`config.mk`:
```
export PLATFORM = sky130hd
export DESIGN_NAME = pll_dyn_cfg_ctrl
export DESIGN_NICKNAME = d
export VERILOG_FILES = /design/src/rtl/pll_ctrl_pkg.sv /design/src/rtl/sync_2ff.sv /design/src/rtl/pll_dyn_cfg_ctrl.sv
export SDC_FILE = /design/constraint.sdc
export NUM_CORES = 1
export LEC_CHECK = 0
export CAP_MARGIN = 20
export CORE_UTILIZATION = 25
export CTS_CLUSTER_SIZE = 20
export DETAILED_ROUTE_END_ITERATION = 12
export PLACE_DENSITY = 0.55
export SETUP_SLACK_MARGIN = 0.4
export SLEW_MARGIN = 10
export SYNTH_ARGS = -nofsm -noshare
export SYNTH_HDL_FRONTEND = slang
export SYNTH_SLANG_ARGS = --single-unit
export TNS_END_PERCENT = 50
```
`constraint.sdc`:
```
create_clock -name clk -period 2.3 [get_ports clk]
set_clock_uncertainty 0.15 [all_clocks]
set_input_delay 0.575 -clock clk [delete_from_list [all_inputs] [get_ports clk]]
set_output_delay 0.575 -clock clk [all_outputs]
set_load 0.05 [all_outputs]
```
`src/rtl/pll_ctrl_pkg.sv`:
```
// Shared types and widths for the PLL dynamic-configuration controller.
package pll_ctrl_pkg;

    localparam int unsigned DSEL_W  = 6;
    localparam int unsigned RETRY_W = 4;

    typedef enum logic [2:0] {
        RST_HOLD,
        WAIT_LOCK,
        STABLE,
        READY,
        FAIL
    } state_t;

endpackage

```
`src/rtl/sync_2ff.sv`:
```
// Generic two-flop synchronizer for a single asynchronous status bit.
module sync_2ff (
    input  logic clk,
    input  logic rst,
    input  logic d,
    output logic q
);

    logic meta;

    // Two back-to-back flops; the first may go metastable, the second resolves it.
    always_ff @(posedge clk) begin
        if (rst) begin
            meta <= 1'b0;
            q    <= 1'b0;
        end else begin
            meta <= d;
            q    <= meta;
        end
    end

endmodule

```
`src/rtl/pll_dyn_cfg_ctrl.sv`:
```
// PLL sequencer: holds reset, applies divider selects, qualifies lock and
// reports clk_ready; retries on lock timeout and recovers on loss of lock.
module pll_dyn_cfg_ctrl
    import pll_ctrl_pkg::*;
#(
    parameter int unsigned       RST_CYCLES    = 16,
    parameter int unsigned       LOCK_TIMEOUT  = 65535,
    parameter int unsigned       STABLE_CYCLES = 1024,
    parameter int unsigned       MAX_RETRY     = 3,
    parameter logic [DSEL_W-1:0] DEF_IDSEL     = 6'd0,
    parameter logic [DSEL_W-1:0] DEF_FBDSEL    = 6'd0,
    parameter logic [DSEL_W-1:0] DEF_ODSEL     = 6'd0
) (
    input  logic               clk,
    input  logic               rst,
    input  logic               cfg_req,
    input  logic [DSEL_W-1:0]  cfg_idsel,
    input  logic [DSEL_W-1:0]  cfg_fbdsel,
    input  logic [DSEL_W-1:0]  cfg_odsel,
    input  logic               pll_lock,
    output logic               pll_reset,
    output logic [DSEL_W-1:0]  pll_idsel,
    output logic [DSEL_W-1:0]  pll_fbdsel,
    output logic [DSEL_W-1:0]  pll_odsel,
    output logic               busy,
    output logic               clk_ready,
    output logic               cfg_done,
    output logic               cfg_err,
    output logic               lol_event,
    output logic [RETRY_W-1:0] retry_cnt
);

    localparam int unsigned T_MAX0 = (LOCK_TIMEOUT > STABLE_CYCLES) ? LOCK_TIMEOUT : STABLE_CYCLES;
    localparam int unsigned T_MAX  = (T_MAX0 > RST_CYCLES) ? T_MAX0 : RST_CYCLES;
    localparam int unsigned TW     = $clog2(T_MAX) + 1;

    localparam logic [TW-1:0]      RST_LAST    = TW'(RST_CYCLES - 1);
    localparam logic [TW-1:0]      LOCK_LAST   = TW'(LOCK_TIMEOUT - 1);
    localparam logic [TW-1:0]      STABLE_LAST = TW'(STABLE_CYCLES - 1);
    localparam logic [RETRY_W-1:0] RETRY_MAX   = RETRY_W'(MAX_RETRY);

    state_t        state;
    logic [TW-1:0] timer;
    logic [TW-1:0] timer_inc;
    logic          lock_s;
    logic          accept;
    logic          lol;

    sync_2ff u_lock_sync (
        .clk (clk),
        .rst (rst),
        .d   (pll_lock),
        .q   (lock_s)
    );

    // Saturating timer increment plus the two restart conditions; a request
    // in READY takes priority over a simultaneous loss of lock.
    always_comb begin
        timer_inc = (timer == '1) ? timer : timer + 1'b1;
        accept    = cfg_req && ((state == READY) || (state == FAIL));
        lol       = (state == READY) && !lock_s && !cfg_req;
    end

    // Sequencer FSM with all outputs registered alongside the state.
    always_ff @(posedge clk) begin
        if (rst) begin
            state      <= RST_HOLD;
            timer      <= '0;
            pll_reset  <= 1'b1;
            pll_idsel  <= DEF_IDSEL;
            pll_fbdsel <= DEF_FBDSEL;
            pll_odsel  <= DEF_ODSEL;
            busy       <= 1'b1;
            clk_ready  <= 1'b0;
            cfg_done   <= 1'b0;
            cfg_err    <= 1'b0;
            lol_event  <= 1'b0;
            retry_cnt  <= '0;
        end else begin
            cfg_done  <= 1'b0;
            cfg_err   <= 1'b0;
            lol_event <= 1'b0;
            if (accept || lol) begin
                // Both restarts share one path; only a request changes selects.
                if (accept) begin
                    pll_idsel  <= cfg_idsel;
                    pll_fbdsel <= cfg_fbdsel;
                    pll_odsel  <= cfg_odsel;
                end
                lol_event <= lol;
                state     <= RST_HOLD;
                timer     <= '0;
                pll_reset <= 1'b1;
                busy      <= 1'b1;
                clk_ready <= 1'b0;
                retry_cnt <= '0;
            end else begin
                case (state)
                    RST_HOLD: begin
                        if (timer == RST_LAST) begin
                            state     <= WAIT_LOCK;
                            timer     <= '0;
                            pll_reset <= 1'b0;
                        end else begin
                            timer <= timer_inc;
                        end
                    end
                    WAIT_LOCK: begin
                        if (lock_s) begin
                            state <= STABLE;
                            timer <= '0;
                        end else if (timer == LOCK_LAST) begin
                            timer     <= '0;
                            pll_reset <= 1'b1;
                            if (retry_cnt < RETRY_MAX) begin
                                retry_cnt <= retry_cnt + 1'b1;
                                state     <= RST_HOLD;
                            end else begin
                                state   <= FAIL;
                                busy    <= 1'b0;
                                cfg_err <= 1'b1;
                            end
                        end else begin
                            timer <= timer_inc;
                        end
                    end
                    STABLE: begin
                        if (!lock_s) begin
                            state <= WAIT_LOCK;
                            timer <= '0;
                        end else if (timer == STABLE_LAST) begin
                            state     <= READY;
                            timer     <= '0;
                            busy      <= 1'b0;
                            clk_ready <= 1'b1;
                            cfg_done  <= 1'b1;
                            retry_cnt <= '0;
                        end else begin
                            timer <= timer_inc;
                        end
                    end
                    READY, FAIL: begin
                    end
                    default: begin
                        state     <= RST_HOLD;
                        timer     <= '0;
                        pll_reset <= 1'b1;
                        busy      <= 1'b1;
                        clk_ready <= 1'b0;
                    end
                endcase
            end
        end
    end

endmodule

```
* Word level (Yosys, flattened, before mapping)
Index checks and enable logic that the tools add are counted.
** Word-level totals
- Register bits :: 50
- Output and inout port bits :: 28
** Cells by class
- Muxes and demuxes :: 35
- Reductions and logical operators :: 23
- Eq/ne operators :: 17
- $lt $le $gt $ge :: 1
- $add $sub $neg :: 2
- Bitwise gates (word level) :: 9
** Operators by type and width (number)
- $mux W17 :: 6
- $pmux W17 S4 :: 1
- $mux W4 :: 5
- $mux W3 :: 6
- $add A17 B1 Y17 const B :: 1
- $eq A17 B10 Y1 const B :: 1
- $eq A17 B16 Y1 const B :: 1
- $eq A17 B17 Y1 const B :: 1
- $eq A17 B4 Y1 const B :: 1
- $mux W1 :: 12
- $ne A2 B2 Y1 const B :: 6
- $pmux W3 S4 :: 1
- $reduce_and A6 Y1 :: 2
- $not A1 Y1 :: 9
- $pmux W4 S2 :: 1
- $reduce_and A4 Y1 :: 2
- $reduce_or A4 Y1 :: 2
- $eq A3 B2 Y1 const B :: 2
- $pmux W1 S3 :: 2
- $reduce_or A2 Y1 :: 3
- $reduce_or A3 Y1 :: 2
- $reduce_or A5 Y1 :: 1
- $add A4 B1 Y4 const B :: 1
- $lt A4 B2 Y1 const B :: 1
- other kinds (13) :: 17

* Longest topological paths before layout
- Word-level depth :: 6
- Mapped depth :: 8
- Depth with buffers taken out :: 7

* By module
A second synthesis with hierarchy kept.
** Unflattened totals
- Cell total of the unflattened synthesis :: 262
- Area total of the unflattened synthesis :: 2228.4 µm²
** By module, submodules not included
- pll_dyn_cfg_ctrl :: seq. area each 960.9 µm², cells an instance 258, times used 1, area each 2175.8 µm²
- sync_2ff :: seq. area each 40.0 µm², cells an instance 4, times used 1, area each 52.6 µm²

* Least setup slack after synthesis
Ideal clock, no wire load.
- Path kind :: register to register
- From :: register timer[0]
- To :: register timer[5]
- Data arrival time :: 1.683 ns
- Library setup time :: 0.092 ns
- Clock period less this slack :: 1.925 ns
- Setup slack :: 0.375 ns
- Cell stages (with the launch flop) :: 8
- Path through :: dfxtp_1 -> ha_1 -> and3_1 -> and3_1 -> and2_4 -> o2bb2ai_2 -> o21ai_4 -> nor4_1
** On the way
- Cells in the longest elaborated chain, start to end :: 5
- Elaborated cells between the ends (all ways) :: 12
- Classes of those cells :: add/sub: 1; eq/ne: 4; mux: 7
** Ends and longest elaborated chain
- start, declared :: line pll_dyn_cfg_ctrl.sv:43 : logic [TW-1:0] timer;
- start signal, assigned :: line pll_dyn_cfg_ctrl.sv:105 : timer <= timer_inc;
- start signal, assigned :: line pll_dyn_cfg_ctrl.sv:124 : timer <= timer_inc;
- start signal, assigned :: line pll_dyn_cfg_ctrl.sv:139 : timer <= timer_inc;
- $add A17 B1 Y17 or $eq A17 B17 Y1 (tied branches) :: line pll_dyn_cfg_ctrl.sv:59 : timer_inc = (timer == '1) ? timer : timer + 1'b1;
- $mux W17 :: line pll_dyn_cfg_ctrl.sv:59
- $mux W17 (on tied branches) :: line pll_dyn_cfg_ctrl.sv:131, pll_dyn_cfg_ctrl.sv:112
- $mux W17 (on tied branches) :: line pll_dyn_cfg_ctrl.sv:128, pll_dyn_cfg_ctrl.sv:109
- $pmux W17 S4 (*) :: line pll_dyn_cfg_ctrl.sv:98 : case (state)
Mark *: on every way between the ends. The rest lies on a longest branch, timed or not.
A chain may end at the register's enable or synchronous reset.

* Final worst setup path
- From :: register state[0]
- To :: register retry_cnt[1]
** On the way
- Cells in the longest elaborated chain, start to end :: 5
- Elaborated cells between the ends (all ways) :: 18
- Classes of those cells :: eq/ne: 9; mux: 1; reduce/logical: 8
** Ends and longest elaborated chain
- start, declared :: line pll_dyn_cfg_ctrl.sv:42 : state_t state;
- start signal, assigned :: line pll_dyn_cfg_ctrl.sv:67 : state <= RST_HOLD;
- start signal, assigned :: line pll_dyn_cfg_ctrl.sv:91 : state <= RST_HOLD;
- start signal, assigned :: line pll_dyn_cfg_ctrl.sv:101 : state <= WAIT_LOCK;
- branches (longest 5 deep; another with $reduce_and A6 Y1)
- end signal, assigned :: line pll_dyn_cfg_ctrl.sv:116 : retry_cnt <= retry_cnt + 1'b1;
- end, declared :: line pll_dyn_cfg_ctrl.sv:30 : output logic [RETRY_W-1:0] retry_cnt
Several ways; the timed one is not identified.

==> impl_metrics.ini <==
[outcome]
status = finished clean

[layout]
layout.nets = 350
antenna_cells = 0
post-route-util_pct = 38.6
fillers = 861
finish.cell_count_without_fillers = 431
syn2layout_area_growth_pct = 46.5
layout.cells.most_common = sky130_fd_sc_hd__nand2_1
drive_above_1_share_pct = 24.2
most-common-layout-cells = 46 x sky130_fd_sc_hd__nand2_1, 36 x sky130_fd_sc_hd__dfxtp_1, 23 x sky130_fd_sc_hd__nor2_1

[worst_setup_path]
critical_path.endpoint_type = flop
crit_path_max_cell_delay_ns = 0.42
critical-path-slowest-cell = sky130_fd_sc_hd__or3b_4
cp_top_family = simple AND/OR/NAND/NOR gates
worst_setup_path_start_kind = flop
arrival_ns = 2.05
cp_max_fo = 8
regToRegSetupSlack_ns = 0.28
r2r-end = retry_cnt[1]
reg2reg_depth = 6
crit_buf_inv = 0
worst_r2r_startpoint = state[0]
crit_chain = or3b_4 > nor2_4 > nand3_2 > o41ai_4 > mux2i_1 > nor2_1
data_required_time_of_the_worst_path_ns = 2.34
critPathKind = flop to flop

[sta]
tightestPinTransition_ns = 0.516
hold_viol = 0
grt_setup_unrepaired = true
max_clock_freq_mhz = 496
final.setup.worst_slack_ns = 0.283
timing.max_slew.rel_slack_pct = 65.7
report.final.slew_viol_count = 0
final.period_utilization_pct = 87.7
finalSetupViolations = 0
setup_total_negative_slack_ns = 0
finalWorstPathRequiredPeriod_ns = 2.02

[run]
max_cap_viol_count = 0

[grt]
grt_pass1_wl_um = 8500
antenna_found_initial = 0
first_global_vias = 1782
globalRouteOverflowTotal = 0
largest_net_degree_at_the_start_of_global_routing = 19
track_usage_pct = 11.9

[clocking]
clk_root_buffer_cell = sky130_fd_sc_hd__clkbuf_8
clkLatencyLatePin_ns = 0.30
numCtsBuffers = 5
h-tree-depth = 2
clock_sinks = 50
tritoncts = built
clk_path_buf_depth = 2
clk_pin_slew_worst_paths_ns = 0.09

[power_and_ir_drop]
p_per_area_nw_per_um2 = 455
cellLeakagePower_nw = 1.25
vdd_drop_max_uv = 211

[placed_design]
globalplace.congestion = 0.766
place_inst = 413
hpwl_um = 3810
placement.setup.worst_slack_ns = 0.109
io_buffers = 49

[route]
wire_per_inst_um = 13.2
drc = 0
first_pass_iters = 4
route.vias.total = 2014
vias_per_cell = 4.67
drt-total-wl_um = 5700
detail-route-antenna-nets = 0
initialDrtViolationCount = 87

[min_path]
hold-path-endpoint = u_lock_sync.q
timing.hold.worst.start = u_lock_sync.meta
min_path_cells = 1
worstHoldPathType = flop to flop

[synth]
yosysWarningCount = 0
postSynth.topFlopCell = sky130_fd_sc_hd__dfxtp_1
post_synth_main_area_contributors = sky130_fd_sc_hd__dfxtp_1 45%, sky130_fd_sc_hd__nand2_1 8.2%, sky130_fd_sc_hd__a21oi_1 5.2%
synth-edff-count = 0
synth_fp_nets = 283
synth_largest_type_area_fraction_pct = 45.3
postSynth.asyncResetShare_pct = 0
post_synthesis_sequential_area_ratio_pct = 45.3
netlist.top_cell.by_area = sky130_fd_sc_hd__dfxtp_1
post_synth_inst_count = 258
seq_cells_post_synth = 50
postSynthAreaPerCell_um2 = 8.56
syn_area_um2 = 2210
synth_cell_type_count = 49

[die]
row_count = 33
floorplan.die.height_um = 96.0
area_enclosed_by_the_die_boundary_um2 = 9210
die_width_um = 96.0
core_um2 = 8380
starting_density_of_the_core_pct = 26.3
pin_count = 50
-- worst max-delay path by stage --
stage,to,slack [ns],cells past startpoint,start
3_5_place_dp,timer[12],0.11,7,cfg_req
6_report,retry_cnt[1],0.28,6,state[0]
4_1_cts,cfg_done,0.15,1,cfg_done
2_1_floorplan,retry_cnt[0],0.39,7,state[2]
5_1_grt,retry_cnt[1],0.19,8,timer[0]
3_3_place_gp,timer[4],0.15,7,cfg_req
-- worst reg2reg max path: stages (launching register included) --
cell and delay [ns]:
sky130_fd_sc_hd__dfxtp_2 0.41, sky130_fd_sc_hd__or3b_4 0.42, sky130_fd_sc_hd__nor2_4 0.14, sky130_fd_sc_hd__nand3_2 0.13, sky130_fd_sc_hd__o41ai_4 0.37, sky130_fd_sc_hd__mux2i_1 0.24
sky130_fd_sc_hd__nor2_1 0.05
-- stage by stage --
stage,hold slack (ns),power [W],area (um^2)
detailed placement,0.288,0.000973,2880
floorplan,0.264,0.000923,2220
global placement,0.277,0.000973,2880
finish,0.301,0.00147,3240
CTS,0.304,0.00150,3040
global route,0.314,0.00154,3240
-- sequential cells by signal, indices dropped and copies added, names as in the netlist --
name / count
pll_reset: 1
lol_event: 1
retry_cnt: 4
clk_ready: 1
u_lock_sync.q: 1
pll_odsel: 6
timer: 17
u_lock_sync.meta: 1
pll_idsel: 6
cfg_err: 1
busy: 1
state: 3
pll_fbdsel: 6
cfg_done: 1
-- timing repair --
item / in CTS / in global routing
resized for setup: 74 / 36
hold buffers: 0 / 0
buffers inserted: 3 / 6
pin swaps: 2 / 15
setup endpoints to repair: 66 / 62
cloned: 1 / 0
-- logic make-up after synthesis --
logic type	synth area share (%)
xor gates and xnor gates	5.16
and+or+nand+nor	30.2
adders and majority gates	1.70
DFF	45.3
buffers and inverters	2.83
muxes	0.907
AOI/OAI and AO/OA	13.9
-- where the power goes --
part | internal [W] | switching [W]
clock network | 0.000215 | 0.000295
logic | 0.0000557 | 0.0000340
registers | 0.000864 | 0.00000952
-- Yosys cell counts (all sizes together), types with 2 or more instances --
library cell,instances
a211oi,2
a21oi,23
a31oi,4
and2,4
and3,6
and4,2
buf,6
clkbuf,5
dfxtp,50
ha,3
inv,2
mux2i,2
nand2,48
nand3,13
nand4,7
nor2,27
nor2b,4
nor3,4
nor4,6
o211ai,3
o21ai,6
or3b,2
xnor2,2
xor2,11
-- area by class of cell --
cell class / count / area (um^2) / share of cell area (%)
inverter: 2 / 7.51 / 0.232
clock buffer: 6 / 72.6 / 2.24
multi-input combinational: 195 / 1290 / 39.8
clock inverter: 2 / 13.8 / 0.425
timing repair buffer: 71 / 684 / 21.2
sequential: 50 / 1040 / 32.1
tap: 105 / 131 / 4.06
-- layer usage --
layer,share of wire (%),up-vias,wire length [um],GRT usage (%)
li1,-,1038,-,-
met1,45,939,2590,15.4
met2,50,32,2870,19.5
met3,3.1,5,174,2.37
met4,1.1,0,61,4.10
met5,0,-,0,0
Power figures use the tool's default switching activity.
